### src/rtl/debug_baud_pkg.sv
// Shared encodings and defaults for the debug-port baud controller.
// Saturating helper for the retry counter lives here so the top stays compact.
package debug_baud_pkg;

    localparam int GOOD_FRAMES_DEF  = 2;
    localparam int ERR_LIMIT_DEF    = 3;
    localparam int REARM_CYCLES_DEF = 4;

    localparam int ST_W    = 3;
    localparam int CNT_W   = 8;
    localparam int RETRY_W = 4;

    localparam logic [ST_W-1:0] ST_REARM  = 3'd0;
    localparam logic [ST_W-1:0] ST_SEARCH = 3'd1;
    localparam logic [ST_W-1:0] ST_VERIFY = 3'd2;
    localparam logic [ST_W-1:0] ST_LOCKED = 3'd3;
    localparam logic [ST_W-1:0] ST_HOST   = 3'd4;

    function automatic logic [RETRY_W-1:0] retry_sat_inc(input logic [RETRY_W-1:0] v);
        return (v == {RETRY_W{1'b1}}) ? v : v + 1'b1;
    endfunction

endpackage

### src/rtl/debug_baud_ctrl.sv
// Baud selection controller for the debug UART: arbitrates autobaud results,
// verifies them against received frames and lets the debugger override or re-arm.
module debug_baud_ctrl
    import debug_baud_pkg::*;
#(
    parameter int GOOD_FRAMES  = GOOD_FRAMES_DEF,
    parameter int ERR_LIMIT    = ERR_LIMIT_DEF,
    parameter int REARM_CYCLES = REARM_CYCLES_DEF
) (
    input  logic       clk,
    input  logic       rst,
    input  logic       ab_wr,
    input  logic [7:0] ab_div,
    input  logic [1:0] ab_rx_sel,
    input  logic       host_wr,
    input  logic [7:0] host_div,
    input  logic [1:0] host_sel,
    input  logic       host_rearm,
    input  logic       rx_done,
    input  logic       frame_err,
    output logic [7:0] baud_div,
    output logic       baud_load,
    output logic [1:0] rx_sel,
    output logic       locked,
    output logic       ab_rst,
    output logic [3:0] retry_cnt
);

    localparam logic [CNT_W-1:0] GOOD_LIM   = CNT_W'(GOOD_FRAMES);
    localparam logic [CNT_W-1:0] ERR_LIM    = CNT_W'(ERR_LIMIT);
    localparam logic [CNT_W-1:0] REARM_LAST = CNT_W'(REARM_CYCLES - 1);

    logic [ST_W-1:0]    state_q,     state_d;
    logic [CNT_W-1:0]   rearm_cnt_q, rearm_cnt_d;
    logic [CNT_W-1:0]   good_cnt_q,  good_cnt_d;
    logic [CNT_W-1:0]   err_cnt_q,   err_cnt_d;
    logic [RETRY_W-1:0] retry_q,     retry_d;
    logic [7:0]         div_q,       div_d;
    logic [1:0]         sel_q,       sel_d;
    logic               load_q,      load_d;
    logic               locked_q,    locked_d;

    logic [CNT_W-1:0] good_inc;
    logic [CNT_W-1:0] err_inc;

    assign good_inc = good_cnt_q + 1'b1;
    assign err_inc  = err_cnt_q + 1'b1;

    always_comb begin
        state_d     = state_q;
        rearm_cnt_d = rearm_cnt_q;
        good_cnt_d  = good_cnt_q;
        err_cnt_d   = err_cnt_q;
        retry_d     = retry_q;
        div_d       = div_q;
        sel_d       = sel_q;
        load_d      = 1'b0;

        // Debugger override beats everything, including its own re-arm request.
        if (host_wr) begin
            div_d   = host_div;
            sel_d   = host_sel;
            load_d  = 1'b1;
            state_d = ST_HOST;
            retry_d = '0;
        end else if (host_rearm) begin
            state_d     = ST_REARM;
            rearm_cnt_d = '0;
        end else begin
            case (state_q)
                ST_REARM: begin
                    if (rearm_cnt_q == REARM_LAST) begin
                        state_d     = ST_SEARCH;
                        rearm_cnt_d = '0;
                    end else begin
                        rearm_cnt_d = rearm_cnt_q + 1'b1;
                    end
                end
                ST_SEARCH: begin
                    if (ab_wr && (ab_div != 8'd0)) begin
                        div_d      = ab_div;
                        sel_d      = ab_rx_sel;
                        load_d     = 1'b1;
                        good_cnt_d = '0;
                        err_cnt_d  = '0;
                        state_d    = ST_VERIFY;
                    end
                end
                ST_VERIFY: begin
                    // A frame error masks a coincident rx_done.
                    if (frame_err) begin
                        state_d     = ST_REARM;
                        rearm_cnt_d = '0;
                        retry_d     = retry_sat_inc(retry_q);
                    end else if (rx_done) begin
                        good_cnt_d = good_inc;
                        if (good_inc >= GOOD_LIM) begin
                            state_d = ST_LOCKED;
                            retry_d = '0;
                        end
                    end
                end
                ST_LOCKED: begin
                    if (frame_err) begin
                        err_cnt_d = err_inc;
                        if (err_inc >= ERR_LIM) begin
                            state_d     = ST_REARM;
                            rearm_cnt_d = '0;
                        end
                    end else if (rx_done) begin
                        err_cnt_d = '0;
                    end
                end
                default: ;
            endcase
        end

        locked_d = (state_d == ST_LOCKED) || (state_d == ST_HOST);
    end

    always_ff @(posedge clk) begin
        if (rst) begin
            state_q     <= ST_REARM;
            rearm_cnt_q <= '0;
            good_cnt_q  <= '0;
            err_cnt_q   <= '0;
            retry_q     <= '0;
            div_q       <= '0;
            sel_q       <= '0;
            load_q      <= 1'b0;
            locked_q    <= 1'b0;
        end else begin
            state_q     <= state_d;
            rearm_cnt_q <= rearm_cnt_d;
            good_cnt_q  <= good_cnt_d;
            err_cnt_q   <= err_cnt_d;
            retry_q     <= retry_d;
            div_q       <= div_d;
            sel_q       <= sel_d;
            load_q      <= load_d;
            locked_q    <= locked_d;
        end
    end

    assign baud_div  = div_q;
    assign baud_load = load_q;
    assign rx_sel    = sel_q;
    assign locked    = locked_q;
    assign retry_cnt = retry_q;
    // Detector is held in reset combinationally with rst so it never sees a stale edge.
    assign ab_rst    = rst | (state_q == ST_REARM);

endmodule

### config.mk
export PLATFORM = sky130hd
export DESIGN_NAME = debug_baud_ctrl
export DESIGN_NICKNAME = d
export VERILOG_FILES = /design/src/rtl/debug_baud_pkg.sv /design/src/rtl/debug_baud_ctrl.sv
export SDC_FILE = /design/constraint.sdc
export NUM_CORES = 1
export LEC_CHECK = 0
export BUFFER_PORTS_ARGS = -buffer_cell sky130_fd_sc_hd__buf_2
export CORE_ASPECT_RATIO = 0.5
export CORE_MARGIN = 10
export CORE_UTILIZATION = 50
export DETAILED_ROUTE_END_ITERATION = 10
export GPL_ROUTABILITY_DRIVEN = 0
export PLACE_DENSITY = 0.76
export REMOVE_ABC_BUFFERS = 1
export SLEW_MARGIN = 40
export SYNTH_ARGS = -nofsm -noshare
export SYNTH_HDL_FRONTEND = slang
export SYNTH_SLANG_ARGS = --single-unit
### constraint.sdc
create_clock -name clk -period 2.2 [get_ports clk]
set_input_delay 0.22 -clock clk [delete_from_list [all_inputs] [get_ports clk]]
set_output_delay 0.22 -clock clk [all_outputs]
set_load 0.1 [all_outputs]
==> results.sh <==
export IMPL_antenna_found_initial=0
export IMPL_synth_edff_count=0
export IMPL_cp_slowest_cell="dfxtp_2"
export IMPL_finalSetupViolations=0
export IMPL_synth_cell_types=51
export IMPL_period_share=0.972
export IMPL_grt_max_degree=23
export IMPL_dr_pass1_iters=4
export IMPL_hold_path_class="input pin to register"
export IMPL_synthTopCellsByArea="dfxtp_1, nor2_1, a21oi_1"
export IMPL_drive_gt1_frac=0.265
export IMPL_die_x_microns=120
export IMPL_areaGrowthSynthToFinish_pct=24.0
export IMPL_final_nets=405
export IMPL_pin_count=44
export IMPL_worstSetupPathType="register to register"
export IMPL_placementRows=17
export IMPL_coreArea_sq_um=4590
export IMPL_grt_pass1_vias=2354
export IMPL_postLayoutCoreUtil=0.668
export IMPL_power_density_nw_per_um2=506
export IMPL_antenna_left=0
export IMPL_cts_sinks=43
export IMPL_cts_tree="built"
export IMPL_end_kind="register"
export IMPL_path_cells="buf_6 -> and4_4 -> a211o_4 -> a211oi_4 -> a311o_1 -> buf_4 -> buf_4 -> nand2_2 -> a21oi_2"
export IMPL_tightest_slew_ns=0.537
export IMPL_fmax_ghz=0.468
export IMPL_io_buffers=43
export IMPL_clk_latency_ns=0.30
export IMPL_cts_max_level=2
export IMPL_dpl_hpwl_mm=4.89
export IMPL_cap_violations=0
export IMPL_synth_area_per_cell_sq_um=7.91
export IMPL_slew_violations=0
export IMPL_power_mw=1.55
export IMPL_vdd_ir_drop_worst_mv=0.292
export IMPL_cp_buffers_inverters=3
export IMPL_required_ns=2.44
export IMPL_final_setup_skew_ns=0.00538
export IMPL_dieHeight_microns=69.8
export IMPL_yosysTopAreaCell="dfxtp_1"
export IMPL_cts_buffers=5
export IMPL_grtUsageTotal=0.148
export IMPL_cpMostUsedCell="buf_4"
export IMPL_die_area_sq_um=8340
export IMPL_synthArstFlopShare=0
export IMPL_fin_crit_ns=2.14
export IMPL_vias_per_cell=5.72
export IMPL_cp_data_arrival_time_ns=2.38
export IMPL_cts_clk_slew_worst_paths_ns=0.08
export IMPL_post_place_cells=429
export IMPL_cp_start_kind="register"
export IMPL_start_util=0.539
export IMPL_dp_slack_ns=-0.0472
export IMPL_drc=0
export IMPL_drt_iter0_markers=233
export IMPL_setup_ws_ns=0.0624
export IMPL_instances_no_fill=439
export IMPL_hold_violations=0
export IMPL_grt_overflow=0
export IMPL_status="finished, final reports clean"
export IMPL_yosysSeqAreaShare=0.348
export IMPL_routed_wl_mm=6.57
export IMPL_n_fill_cell=393
export IMPL_yosys_warnings=0
export IMPL_whs_ns=0.150
export IMPL_cp_top_family="compound AO/OA/AOI/OAI gates"
export IMPL_synth_ff_type="dfxtp_1"
export IMPL_diodes=0
export IMPL_synthesis_area_sq_um=2480
export IMPL_via_count=2512
export IMPL_cts_hold_buf=0
export IMPL_regArea_sq_um=865
export IMPL_cpPeakStageDelay_ns=0.35
export IMPL_synth_top_area_frac=0.348
export IMPL_synth_seq_cells=43
export IMPL_root_buffer="clkbuf_8"
export IMPL_multi_input_area_sq_um=1580
export IMPL_grt_pass1_wl_mm=10.8
export IMPL_clk_path_buf_depth=2
export IMPL_rsz0062_at_grt="true"
export IMPL_cp_max_fo=5
export IMPL_wl_per_cell_microns=15.0
export IMPL_p_leak_nw=1.22
export IMPL_reg2reg_slack_ns=0.06
export IMPL_timing_slew_headroom=0.642
export IMPL_syn_inst=313
[per-stage QoR]
step | setup TNS (ns) | cell area (sq um)
after floorplan | -0.0156 | 2390
after CTS | 0 | 2970
after detailed placement | -0.198 | 2890
after global placement | 0 | 2890
final | 0 | 3070
after global routing | -0.104 | 3070
[per-layer routing]
layer | share of wire | up-vias | global-route usage
li1 | - | 1252 | -
met1 | 0.45 | 1202 | 0.181
met2 | 0.49 | 52 | 0.253
met3 | 0.042 | 6 | 0.0340
met4 | 0.011 | 0 | 0.0421
met5 | 0 | - | 0
[layout by cell type, fill, tap and decap left out, drive strengths merged, types with 4 or more instances in the layout]
master  Yosys  layout
a21oi      28      28
a31oi       6       6
buf         6      71
clkbuf     13       7
dfxtp      43      43
ha          6       6
inv         8       8
mux2       11      11
mux2i      11      11
nand2      17      17
nand3       9       9
nand3b      4       4
nand4       6       6
nor2       44      44
nor2b      10      10
nor3       14      14
o21ai      26      26
or3         5       5
[kinds of logic after synthesis]
| kind of cell | Yosys count | share of synthesized area |
|---|---|---|
| multiplexers | 22 | 0.0945 |
| AND/OR/NAND/NOR | 128 | 0.264 |
| AO/OA/AOI/OAI | 84 | 0.207 |
| flip-flops | 43 | 0.348 |
| adder cells (fa/ha/maj) | 6 | 0.0303 |
| XOR/XNOR | 3 | 0.0106 |
| buffers and inverters | 27 | 0.0460 |
[Yosys cell counts (2+ instances only)]
master	number
nand3b_1	4
nor2_1	44
nand4b_1	2
a211oi_1	2
or3_1	5
o31ai_1	3
or4_1	3
or2_2	2
a211o_1	2
nand3_1	9
nor2b_1	10
dfxtp_1	43
mux2i_1	11
o21ai_0	20
inv_1	8
a31oi_1	6
nand2_1	17
a21oi_1	28
o21a_1	3
o21ai_1	6
o31a_1	2
and2_1	2
mux2_1	10
a22oi_1	3
nor3_1	13
clkbuf_1	13
buf_2	4
nand4_1	6
xnor2_1	3
ha_1	6
nor4_1	3
[final timing paths]
path / cells after the start / startpoint / endpoint
worst min register to register: 2 / rearm_cnt_q[1] / rearm_cnt_q[1]
worst max register to register: 9 / err_cnt_q[0] / rearm_cnt_q[1]
worst min-delay path: 3 / host_div[2] / baud_div[2]
worst max-delay path: 9 / err_cnt_q[0] / rearm_cnt_q[1]
[cell type report]
cell class,count,area share
Clock buffer,7,0.0249
Clock inverter,1,0.00163
Inverter,8,0.00978
Multi-Input combinational cell,243,0.515
Sequential cell,43,0.282
Tap cell,66,0.0269
Timing Repair Buffer,71,0.140
[what timing repair did]
| item | CTS | global route |
|---|---|---|
| resized for setup | 0 | 19 |
| pin swaps | 1 | 11 |
| setup buffers | 1 | 2 |
| endpoints found under the hold margin | 0 | 0 |
| setup endpoints to repair | 2 | 12 |
[state kept, by name (all words and copies together), names as in the netlist]
| name | count |
|---|---|
| locked | 1 |
| err_cnt_q | 8 |
| rearm_cnt_q | 8 |
| baud_div | 8 |
| baud_load | 1 |
| state_q | 3 |
| good_cnt_q | 8 |
| retry_cnt | 4 |
| rx_sel | 2 |
[where the power goes]
| group | switching, mW | internal [mW] | leakage, nW |
|---|---|---|---|
| clock network | 0.274 | 0.223 | 0.0422 |
| logic | 0.181 | 0.0704 | 0.830 |
| registers | 0.00999 | 0.794 | 0.351 |
| total | 0.465 | 1.09 | 1.22 |
[worst min-delay path: stages]
cell	delay, ns
buf_2	0.07
mux2i_1	0.05
nor2_1	0.07
Note: power is estimated with default switching activity, not from simulation.
